<file path="config.mk">
export PLATFORM = sky130hd
export DESIGN_NAME = vc_switch
export DESIGN_NICKNAME = d
export VERILOG_FILES = /design/src/rtl/vc_switch.sv
export SDC_FILE = /design/constraint.sdc
export NUM_CORES = 1
export LEC_CHECK = 0
export BUFFER_PORTS_ARGS = -buffer_cell sky130_fd_sc_hd__buf_2
export CORE_ASPECT_RATIO = 1.75
export CORE_MARGIN = 4
export CORE_UTILIZATION = 56
export CTS_CLUSTER_DIAMETER = 200
export CTS_CLUSTER_SIZE = 20
export DETAILED_ROUTE_END_ITERATION = 10
export GPL_ROUTABILITY_DRIVEN = 1
export PLACE_DENSITY = 0.83
export SLEW_MARGIN = 40
export SYNTH_ARGS = -nofsm -noshare
export SYNTH_HDL_FRONTEND = slang
export SYNTH_SLANG_ARGS = --single-unit
</file>
<file path="constraint.sdc">
create_clock -name clk -period 4.3 [get_ports clk]
set_input_delay 0 -clock clk [delete_from_list [all_inputs] [get_ports clk]]
set_output_delay 0 -clock clk [all_outputs]
set_load 0.005 [all_outputs]
</file>
<file path="src/rtl/vc_switch.sv">
// Packet switch: main FIFO feeding per-VC FIFOs, round-robin arbitrated into per-destination FIFOs.
// All FIFOs are first-word-fall-through; transfers run only while the control FSM is IDLE or ACTIVE.
module vc_switch #(
  parameter int DATA_W     = 6,
  parameter int VC_BITS    = 1,
  parameter int DEST_BITS  = 1,
  parameter int MAIN_DEPTH = 8,
  parameter int VC_DEPTH   = 16,
  parameter int D_DEPTH    = 4
) (
  input  logic                                       clk,
  input  logic                                       reset,
  input  logic                                       init,
  input  logic [$clog2(MAIN_DEPTH):0]                af_main_i,
  input  logic [$clog2(VC_DEPTH):0]                  af_vc_i,
  input  logic [$clog2(D_DEPTH):0]                   af_d_i,
  input  logic [DATA_W-1:0]                          data_in,
  input  logic                                       push_main,
  input  logic [(2**DEST_BITS)-1:0]                  pop_d,
  output logic                                       pause,
  output logic [(2**DEST_BITS)-1:0]                  empty_d,
  output logic [(2**DEST_BITS)*DATA_W-1:0]           data_out,
  output logic [(2**DEST_BITS)-1:0]                  valid_out,
  output logic [(2**VC_BITS)+(2**DEST_BITS):0]       error_out,
  output logic [2:0]                                 state_out,
  output logic                                       active_out,
  output logic                                       idle_out
);
  localparam int NUM_VC   = 2**VC_BITS;
  localparam int NUM_DEST = 2**DEST_BITS;
  localparam int MA_W     = $clog2(MAIN_DEPTH);
  localparam int VA_W     = $clog2(VC_DEPTH);
  localparam int DA_W     = $clog2(D_DEPTH);
  localparam int ERR_W    = 1 + NUM_VC + NUM_DEST;
  localparam logic [MA_W:0] MAIN_FULL = (MA_W+1)'(MAIN_DEPTH);
  localparam logic [VA_W:0] VC_FULL   = (VA_W+1)'(VC_DEPTH);
  localparam logic [DA_W:0] D_FULL    = (DA_W+1)'(D_DEPTH);

  typedef enum logic [2:0] {
    ST_RESET  = 3'd0,
    ST_INIT   = 3'd1,
    ST_IDLE   = 3'd2,
    ST_ACTIVE = 3'd3,
    ST_ERROR  = 3'd4
  } state_t;

  state_t                state_r, state_nxt_s;
  logic [MA_W:0]         af_main_r;
  logic [VA_W:0]         af_vc_r;
  logic [DA_W:0]         af_d_r;

  logic [DATA_W-1:0]     main_mem_r [MAIN_DEPTH];
  logic [MA_W-1:0]       main_rd_r, main_wr_r;
  logic [MA_W:0]         main_cnt_r;
  logic [DATA_W-1:0]     vc_mem_r [NUM_VC][VC_DEPTH];
  logic [VA_W-1:0]       vc_rd_r [NUM_VC];
  logic [VA_W-1:0]       vc_wr_r [NUM_VC];
  logic [VA_W:0]         vc_cnt_r [NUM_VC];
  logic [DATA_W-1:0]     d_mem_r [NUM_DEST][D_DEPTH];
  logic [DA_W-1:0]       d_rd_r [NUM_DEST];
  logic [DA_W-1:0]       d_wr_r [NUM_DEST];
  logic [DA_W:0]         d_cnt_r [NUM_DEST];

  logic [VC_BITS-1:0]    rr_ptr_r;
  logic                  pause_r;
  logic [NUM_DEST*DATA_W-1:0] data_out_r;
  logic [NUM_DEST-1:0]   valid_r;
  logic [ERR_W-1:0]      error_r;

  logic                  xfer_en_s, any_ne_s;
  logic [DATA_W-1:0]     main_head_s;
  logic [VC_BITS-1:0]    m2v_vc_s;
  logic                  main_pop_s, main_push_ok_s;
  logic [DATA_W-1:0]     vc_head_s [NUM_VC];
  logic [DEST_BITS-1:0]  vc_dest_s [NUM_VC];
  logic [NUM_VC-1:0]     elig_s, vc_pop_s, vc_push_ok_s;
  logic [VC_BITS-1:0]    rr_idx_s, grant_vc_s;
  logic                  grant_valid_s, take_s;
  logic [DEST_BITS-1:0]  grant_dest_s;
  logic [DATA_W-1:0]     grant_word_s;
  logic [DATA_W-1:0]     d_head_s [NUM_DEST];
  logic [NUM_DEST-1:0]   d_pop_s, d_push_ok_s, empty_s;
  logic [ERR_W-1:0]      err_set_s;

  // Datapath control: routing, round-robin grant, push/pop acceptance and error detection.
  always_comb begin
    xfer_en_s      = (state_r == ST_IDLE) || (state_r == ST_ACTIVE);
    main_head_s    = main_mem_r[main_rd_r];
    m2v_vc_s       = main_head_s[DATA_W-1 -: VC_BITS];
    main_pop_s     = xfer_en_s && (main_cnt_r != '0) && (vc_cnt_r[m2v_vc_s] < af_vc_r);
    main_push_ok_s = xfer_en_s && push_main && ((main_cnt_r != MAIN_FULL) || main_pop_s);
    err_set_s      = '0;
    err_set_s[0]   = xfer_en_s && push_main && (main_cnt_r == MAIN_FULL) && !main_pop_s;
    any_ne_s       = (main_cnt_r != '0);
    for (int v = 0; v < NUM_VC; v++) begin
      vc_head_s[v] = vc_mem_r[v][vc_rd_r[v]];
      vc_dest_s[v] = vc_head_s[v][DATA_W-1-VC_BITS -: DEST_BITS];
      elig_s[v]    = xfer_en_s && (vc_cnt_r[v] != '0) && (d_cnt_r[vc_dest_s[v]] < af_d_r);
      any_ne_s     = any_ne_s || (vc_cnt_r[v] != '0);
    end
    // Cyclic search starting at rr_ptr; the first eligible VC wins.
    grant_valid_s = 1'b0;
    grant_vc_s    = '0;
    rr_idx_s      = '0;
    take_s        = 1'b0;
    for (int i = 0; i < NUM_VC; i++) begin
      rr_idx_s      = rr_ptr_r + VC_BITS'(i);
      take_s        = !grant_valid_s && elig_s[rr_idx_s];
      grant_vc_s    = take_s ? rr_idx_s : grant_vc_s;
      grant_valid_s = grant_valid_s | take_s;
    end
    grant_dest_s = vc_dest_s[grant_vc_s];
    grant_word_s = vc_head_s[grant_vc_s];
    for (int v = 0; v < NUM_VC; v++) begin
      vc_pop_s[v]      = grant_valid_s && (grant_vc_s == VC_BITS'(v));
      vc_push_ok_s[v]  = main_pop_s && (m2v_vc_s == VC_BITS'(v)) &&
                         ((vc_cnt_r[v] != VC_FULL) || vc_pop_s[v]);
      err_set_s[1+v]   = main_pop_s && (m2v_vc_s == VC_BITS'(v)) &&
                         (vc_cnt_r[v] == VC_FULL) && !vc_pop_s[v];
    end
    for (int k = 0; k < NUM_DEST; k++) begin
      d_head_s[k]    = d_mem_r[k][d_rd_r[k]];
      empty_s[k]     = (d_cnt_r[k] == '0);
      d_pop_s[k]     = xfer_en_s && pop_d[k] && !empty_s[k];
      d_push_ok_s[k] = grant_valid_s && (grant_dest_s == DEST_BITS'(k)) &&
                       ((d_cnt_r[k] != D_FULL) || d_pop_s[k]);
      err_set_s[1+NUM_VC+k] = (xfer_en_s && pop_d[k] && empty_s[k]) ||
                              (grant_valid_s && (grant_dest_s == DEST_BITS'(k)) &&
                               (d_cnt_r[k] == D_FULL) && !d_pop_s[k]);
      any_ne_s       = any_ne_s || !empty_s[k];
    end
  end

  // Control FSM next-state; a latched error overrides everything.
  always_comb begin
    state_nxt_s = state_r;
    if (|error_r) begin
      state_nxt_s = ST_ERROR;
    end else begin
      case (state_r)
        ST_RESET:  state_nxt_s = ST_INIT;
        ST_INIT:   state_nxt_s = init ? ST_INIT : ST_IDLE;
        ST_IDLE:   state_nxt_s = init ? ST_INIT : (any_ne_s ? ST_ACTIVE : ST_IDLE);
        ST_ACTIVE: state_nxt_s = init ? ST_INIT : (any_ne_s ? ST_ACTIVE : ST_IDLE);
        ST_ERROR:  state_nxt_s = ST_ERROR;
        default:   state_nxt_s = ST_ERROR;
      endcase
    end
  end

  // Control state, thresholds, FIFO pointers/counts and registered outputs.
  always_ff @(posedge clk) begin
    if (reset) begin
      state_r    <= ST_RESET;
      af_main_r  <= (MA_W+1)'(MAIN_DEPTH-1);
      af_vc_r    <= (VA_W+1)'(VC_DEPTH-1);
      af_d_r     <= (DA_W+1)'(D_DEPTH-1);
      main_rd_r  <= '0;
      main_wr_r  <= '0;
      main_cnt_r <= '0;
      for (int v = 0; v < NUM_VC; v++) begin
        vc_rd_r[v]  <= '0;
        vc_wr_r[v]  <= '0;
        vc_cnt_r[v] <= '0;
      end
      for (int k = 0; k < NUM_DEST; k++) begin
        d_rd_r[k]  <= '0;
        d_wr_r[k]  <= '0;
        d_cnt_r[k] <= '0;
      end
      rr_ptr_r   <= '0;
      pause_r    <= 1'b0;
      data_out_r <= '0;
      valid_r    <= '0;
      error_r    <= '0;
    end else begin
      state_r <= state_nxt_s;
      if ((state_r == ST_INIT) && init) begin
        af_main_r <= af_main_i;
        af_vc_r   <= af_vc_i;
        af_d_r    <= af_d_i;
      end
      if (main_push_ok_s) main_wr_r <= main_wr_r + MA_W'(1);
      if (main_pop_s)     main_rd_r <= main_rd_r + MA_W'(1);
      main_cnt_r <= main_cnt_r + (MA_W+1)'(main_push_ok_s) - (MA_W+1)'(main_pop_s);
      for (int v = 0; v < NUM_VC; v++) begin
        if (vc_push_ok_s[v]) vc_wr_r[v] <= vc_wr_r[v] + VA_W'(1);
        if (vc_pop_s[v])     vc_rd_r[v] <= vc_rd_r[v] + VA_W'(1);
        vc_cnt_r[v] <= vc_cnt_r[v] + (VA_W+1)'(vc_push_ok_s[v]) - (VA_W+1)'(vc_pop_s[v]);
      end
      for (int k = 0; k < NUM_DEST; k++) begin
        if (d_push_ok_s[k]) d_wr_r[k] <= d_wr_r[k] + DA_W'(1);
        if (d_pop_s[k]) begin
          d_rd_r[k] <= d_rd_r[k] + DA_W'(1);
          data_out_r[k*DATA_W +: DATA_W] <= d_head_s[k];
        end
        d_cnt_r[k] <= d_cnt_r[k] + (DA_W+1)'(d_push_ok_s[k]) - (DA_W+1)'(d_pop_s[k]);
      end
      if (grant_valid_s) rr_ptr_r <= grant_vc_s + VC_BITS'(1);
      pause_r <= (main_cnt_r >= af_main_r);
      valid_r <= d_pop_s;
      error_r <= error_r | err_set_s;
    end
  end

  // FIFO storage; contents are don't-care while the matching count is zero.
  always_ff @(posedge clk) begin
    if (main_push_ok_s) main_mem_r[main_wr_r] <= data_in;
    for (int v = 0; v < NUM_VC; v++) begin
      if (vc_push_ok_s[v]) vc_mem_r[v][vc_wr_r[v]] <= main_head_s;
    end
    for (int k = 0; k < NUM_DEST; k++) begin
      if (d_push_ok_s[k]) d_mem_r[k][d_wr_r[k]] <= grant_word_s;
    end
  end

  assign pause      = pause_r;
  assign empty_d    = empty_s;
  assign data_out   = data_out_r;
  assign valid_out  = valid_r;
  assign error_out  = error_r;
  assign state_out  = state_r;
  assign active_out = (state_r == ST_ACTIVE);
  assign idle_out   = (state_r == ST_IDLE);
endmodule

</file>
After elaboration in Yosys (flattened, before gate mapping)
Memory sizes are Yosys's and may differ from the RTL's. A register that Yosys moved wholly into a read port is not among the register bits.
Index checks and enable logic that the tools add are counted.
W data, S select, Z words.
{"block": "classes", "div_mod_pow": 0, "mux": 90, "n_reduce_logical": 71, "add_sub_neg": 22, "n_eq_ne": 13, "shifts": 0, "bitwise": 26, "n_mul": 0, "order_cmp": 19}
{"cell": "$mux W96", "count": 4}
{"cell": "$mux W24", "count": 4}
{"cell": "$reduce_or A96 Y1", "count": 1}
{"cell": "$mux W6", "count": 15}
{"cell": "$bmux W6 S4", "count": 2}
{"cell": "$demux W6 S4", "count": 2}
{"cell": "$mux W1", "count": 41}
{"cell": "$logic_and A1 B1 Y1", "count": 40}
{"cell": "$bmux W6 S2", "count": 2}
{"cell": "$demux W6 S2", "count": 2}
{"cell": "$reduce_or A24 Y1", "count": 1}
{"cell": "$ge A5 B5 Y1 const B", "count": 4}
{"cell": "$not A4 Y5", "count": 4}
{"cell": "$add A4 B1 Y4 const B", "count": 4}
{"cell": "$mux W4", "count": 4}
{"cell": "$mux W3", "count": 5}
{"cell": "$or A1 B1 Y1", "count": 13}
{"cell": "$ge A3 B3 Y1 const B", "count": 4}
{"cell": "$logic_or A1 B1 Y1", "count": 12}
{"cell": "$mux W2", "count": 6}
{"cell": "$not A2 Y3", "count": 4}
{"cell": "$add A5 B1 Y5", "count": 2}
{"cell": "$eq A5 B5 Y1 const B", "count": 2}
{"cell": "$lt A5 B1 Y1 const B", "count": 2}
{"cell": "33 further kinds", "count": 61}
{"block": "word_totals", "mem_bits_rw": 328, "in_bits": 24, "latch_bits": 0, "output_inout_bits": 27, "ff_bits": 46, "mem_count": 9, "romBits": 0}
{"name": "vc_mem_r", "depth": 2, "width": 96, "rd": 2, "rd_clocked_by_memory_dff": 0, "wr": 1, "line_no": "55", "rtl": "logic [DATA_W-1:0] vc_mem_r [NUM_VC][VC_DEPTH];"}
{"name": "d_mem_r", "depth": 2, "width": 24, "rd": 2, "rd_clocked_by_memory_dff": 0, "wr": 1, "line_no": "59", "rtl": "logic [DATA_W-1:0] d_mem_r [NUM_DEST][D_DEPTH];"}
{"name": "main_mem_r", "depth": 8, "width": 6, "rd": 1, "rd_clocked_by_memory_dff": 1, "wr": 1, "line_no": "52", "rtl": "logic [DATA_W-1:0] main_mem_r [MAIN_DEPTH];"}
{"name": "vc_cnt_r", "depth": 2, "width": 5, "rd": 3, "rd_clocked_by_memory_dff": 0, "wr": 2, "line_no": "58", "rtl": "logic [VA_W:0] vc_cnt_r [NUM_VC];"}
{"name": "vc_rd_r", "depth": 2, "width": 4, "rd": 2, "rd_clocked_by_memory_dff": 0, "wr": 2, "line_no": "56", "rtl": "logic [VA_W-1:0] vc_rd_r [NUM_VC];"}
{"name": "vc_wr_r", "depth": 2, "width": 4, "rd": 2, "rd_clocked_by_memory_dff": 0, "wr": 2, "line_no": "57", "rtl": "logic [VA_W-1:0] vc_wr_r [NUM_VC];"}
{"name": "+3 memories"}

Longest topological paths before layout
An unclocked memory read counts as a cell.
{"block": "logic_depth", "depth_word": 23, "ltp_mapped": 25, "ltp_nobuf": 23}

Least setup slack after synthesis
Ideal clock, no wire load.
{"block": "synth_timing", "path_type": "reg-to-reg", "from": "mem vc_rd_r[0][2] (netlist name)", "to": "mem vc_cnt_r[1][4] (netlist name)", "path_slack_ps": -235, "setup_time_ps": 70, "synth_period_minus_slack_ps": 4535, "stages_incl_launch_ff": 25, "n_path_buf": 2, "t_required_ps": 4230, "arrival_time_ps": 4464, "path_cell_list": "edfxtp_1 buf_6 mux4_2 mux2_2 mux2i_1 inv_1 nand2_1 nand2_1 ha_1 nand2_1 a21oi_1 mux2_2 a21oi_4 a21oi_2 o211ai_2 buf_2 inv_1 ha_1 inv_1 fa_1 inv_1 a21oi_1 nor2_1 or3_1 a21oi_1"}
{"element": "start, declared", "line_no": "56"}
{"element": "end, declared", "line_no": "58"}

==> flow_metrics.py <==
metrics = {
    "detailed_routing": {
        "via_count": 8937,
        "drt_iter0_drc": 655,
        "wire_per_inst_um": 21.59,
        "drc": 0,
        "ant_nets": 0,
        "viasPerCell": 5.887,
        "routed_wl_um": 32770,
        "first_pass_iters": 7,
    },
    "sta": {
        "slew_headroom": 0.5203,
        "setup_violations": 1,
        "rsz0062_at_grt": "yes",
        "worst_pin_slew_ns": 0.7141,
        "slew_violations": 0,
        "fmax_mhz": 230.1,
        "fin_crit_ns": 4.346,
        "fin_ws_ns": -0.04622,
        "period_share": 1.011,
        "fin_skew_ns": 0.04642,
        "fin_setup_tns_ns": -0.04622,
        "hold_violations": 0,
    },
    "cts": {
        "cts_buffers": 22,
        "cts.sinks": 377,
        "cts_tree": "done",
        "clockRootBuffer": "clkbuf_16",
        "clk_latency_ns": 0.56,
        "htreeDepth": 1,
        "path_clk_slew_ns": 0.09,
        "clk_path_buf_depth": 3,
    },
    "global_routing": {
        "grt_pass1_vias": 9029,
        "grt_max_degree": 59,
        "grt_pass1_wl_um": 50450,
        "antenna_found_initial": 0,
        "grt_usage": 0.2077,
        "grt_overflow_total": 0,
    },
    "power_and_ir_drop": {
        "total_power_mw": 7.684,
        "cellPowerDensity_nw_per_um2": 420.7,
        "vdd_drop_max_uv": 400.9,
        "p_leak_nw": 6.331,
    },
    "floorplan": {
        "design.die.area_um2": 31560,
        "io_pins": 51,
        "rows": 81,
        "die_x_um": 136.0,
        "die_height_um": 232.0,
        "core_area_um2": 28070,
        "start_util": 0.5721,
    },
    "placed_design": {
        "hpwlAfterDp_um": 22140,
        "dp_cells": 1432,
        "gp_congestion": 0.8601,
        "io_buffers": 50,
    },
    "yosys": {
        "syn_area_per_cell_um2": 15.81,
        "synth_top_family_by_area": "multiplexers",
        "synth_area_um2": 16060,
        "synth_edf_count": 312,
        "yosysSeqAreaShare": 0.6644,
        "synth_cells": 1016,
        "synthAdderAreaFrac": 0.04752,
        "synth_flop_cell": "edfxtp_1",
        "ys_ff_latch": 377,
        "synth-compound-area-share": 0.03958,
        "synth.area.mux_share": 0.1351,
        "synth_nets": 1098,
        "synth-simple-area-share": 0.07292,
        "yosysWarnings": 0,
        "synth_xor_area_frac": 0.01418,
        "async_flop_share": 0,
        "synth_cell_types": 56,
    },
    "outcome": {
        "violations": "negative setup slack",
        "status": "complete, but fails checks",
    },
    "finish": {
        "drive_above_1_share": 0.2847,
        "final_cell_count_no_fill": 1518,
        "seq_area_um2": 10680,
        "final_core_util": 0.6506,
        "fillers": 1821,
        "n_antenna_cell": 0,
        "multi_input_area_um2": 5271,
        "areaGrowthSynthToFinish_pct": 13.73,
        "nets": 1217,
    },
    "worst_setup_path": {
        "cp-start-kind": "flip-flop",
        "cp.arrival_ns": 4.75,
        "worstSetupPathType": "reg2reg",
        "critPathRequiredTime_ns": 4.71,
        "crit_fanout": 6,
        "end_kind": "flip-flop",
    },
    "hold_path": {
        "hp-class": "in2reg",
    },
    "flow_run": {
        "maxCapViolCount": 0,
    },
}
==> registers in the layout (all words and copies together), names as in the netlist, named ones only <==
signal,flops
af_d_r,3
af_main_r,4
af_vc_r,5
d_cnt_r,6
d_mem_r,48
d_rd_r,4
d_wr_r,4
data_out,12
error_out,5
main_cnt_r,4
main_mem_r,48
main_rd_r,3
main_wr_r,3
pause,1
rr_ptr_r,1
state_out,3
valid_out,2
vc_cnt_r,10
vc_mem_r,192
vc_rd_r,8
vc_wr_r,8
==> worst max-delay path: stages, from the launching register on <==
cell	delay, ns
edfxtp_1	0.56
mux4_2	0.56
mux2_4	0.30
mux2i_4	0.22
buf_6	0.14
o21ai_2	0.05
ha_1	0.28
nand2_2	0.10
a21oi_2	0.04
mux2_4	0.30
a21oi_4	0.20
o211ai_1	0.13
a21boi_1	0.23
ha_2	0.22
inv_2	0.04
fa_2	0.38
xor2_2	0.21
xnor2_2	0.15
nor2_1	0.08
==> routing by layer <==
layer  vias to the layer above  routed length [µm]  track usage
met4                         0                1398      0.08102
met2                       248               19110       0.4011
met5                         -                   0            0
li1                       4043                   -            -
met3                        81                1179      0.02103
met1                      4565               11090       0.2297
==> per-stage QoR <==
stage | setup slack, ns | hold slack [ns] | instance area [µm²]
after floorplan | -0.04206 | 0.07786 | 16090
after global placement | 0.02344 | 0.2023 | 16890
after detailed placement | -0.09545 | 0.2076 | 16890
after CTS | -0.01001 | 0.1615 | 17940
after global routing | -0.2451 | 0.1930 | 18270
final | -0.04622 | 0.1822 | 18270
==> cell usage after synthesis (12+ instances only) <==
cell type | count | area, µm²
nand2b_1 | 13 | 81.33
xnor2_1 | 15 | 131.4
and3_1 | 17 | 106.4
ha_1 | 53 | 663.1
clkbuf_1 | 26 | 97.59
mux4_2 | 81 | 1824
nand2_1 | 65 | 244.0
nor2b_1 | 16 | 100.1
mux2_2 | 15 | 168.9
nor2_1 | 73 | 274.0
a21oi_1 | 38 | 190.2
o21ai_0 | 12 | 60.06
edfxtp_1 | 312 | 9369
nand3_1 | 12 | 60.06
dfxtp_1 | 65 | 1301
inv_1 | 61 | 229.0
mux2i_1 | 12 | 120.1
==> power by group <==
| group | internal [mW] | switching (mW) | total (mW) |
|---|---|---|---|
| Combinational | 0.611 | 0.768 | 1.38 |
| Sequential | 4.15 | 0.107 | 4.25 |
| Clock | 0.955 | 1.10 | 2.05 |
==> cells in the final DEF (no fill, tap or decap), types with 12 or more instances in the layout <==
cell type and instances:
and3_2 15, mux4_2 82, nor2b_1 16, mux2_2 12, clkbuf_16 22, ha_1 47
nand2_1 64, edfxtp_1 312, nand2b_1 13, a21oi_1 31, dlygate4sd3_1 24, nor2_1 57
inv_1 53, dfxtp_1 63, buf_2 49, buf_4 61, xnor2_1 13
==> cells by family (layout without fill, tap and decap cells) <==
| logic type | after synthesis | in the layout |
|---|---|---|
| multiplexers | 111 | 111 |
| buffers and inverters | 107 | 236 |
| flip-flops | 377 | 377 |
| adder cells (fa/ha/maj) | 58 | 58 |
| AO/OA/AOI/OAI | 95 | 95 |
| XOR/XNOR | 26 | 26 |
| AND/OR/NAND/NOR | 242 | 242 |
==> worst paths after layout <==
kind | end | cells after the start | from | slack (ns)
hold reg to reg | data_out[1] | 2 | data_out[1] | 0.45
setup / recovery | d_cnt_r[0][2] | 18 | vc_rd_r[0][2] | -0.05
hold / removal | af_main_r[2] | 3 | af_main_i[2] | 0.18
setup reg to reg | d_cnt_r[0][2] | 18 | vc_rd_r[0][2] | -0.05
==> layout make-up <==
class,count,share of cell area
clock buffer,32,0.03220
clock inverter,2,0.001165
inverter,63,0.01329
multi-input combinational,532,0.2886
sequential,377,0.5845
tap,373,0.02555
timing repair buffer,139,0.05473
==> what timing repair did <==
item / CTS / global route
hold endpoints to repair: 98 / 0
hold buffers: 25 / 0
setup endpoints to repair: 15 / 233
resized for setup: 21 / 79
pin swaps: 11 / 19
setup buffers: 18 / 13
Power figures use the tool's default switching activity.
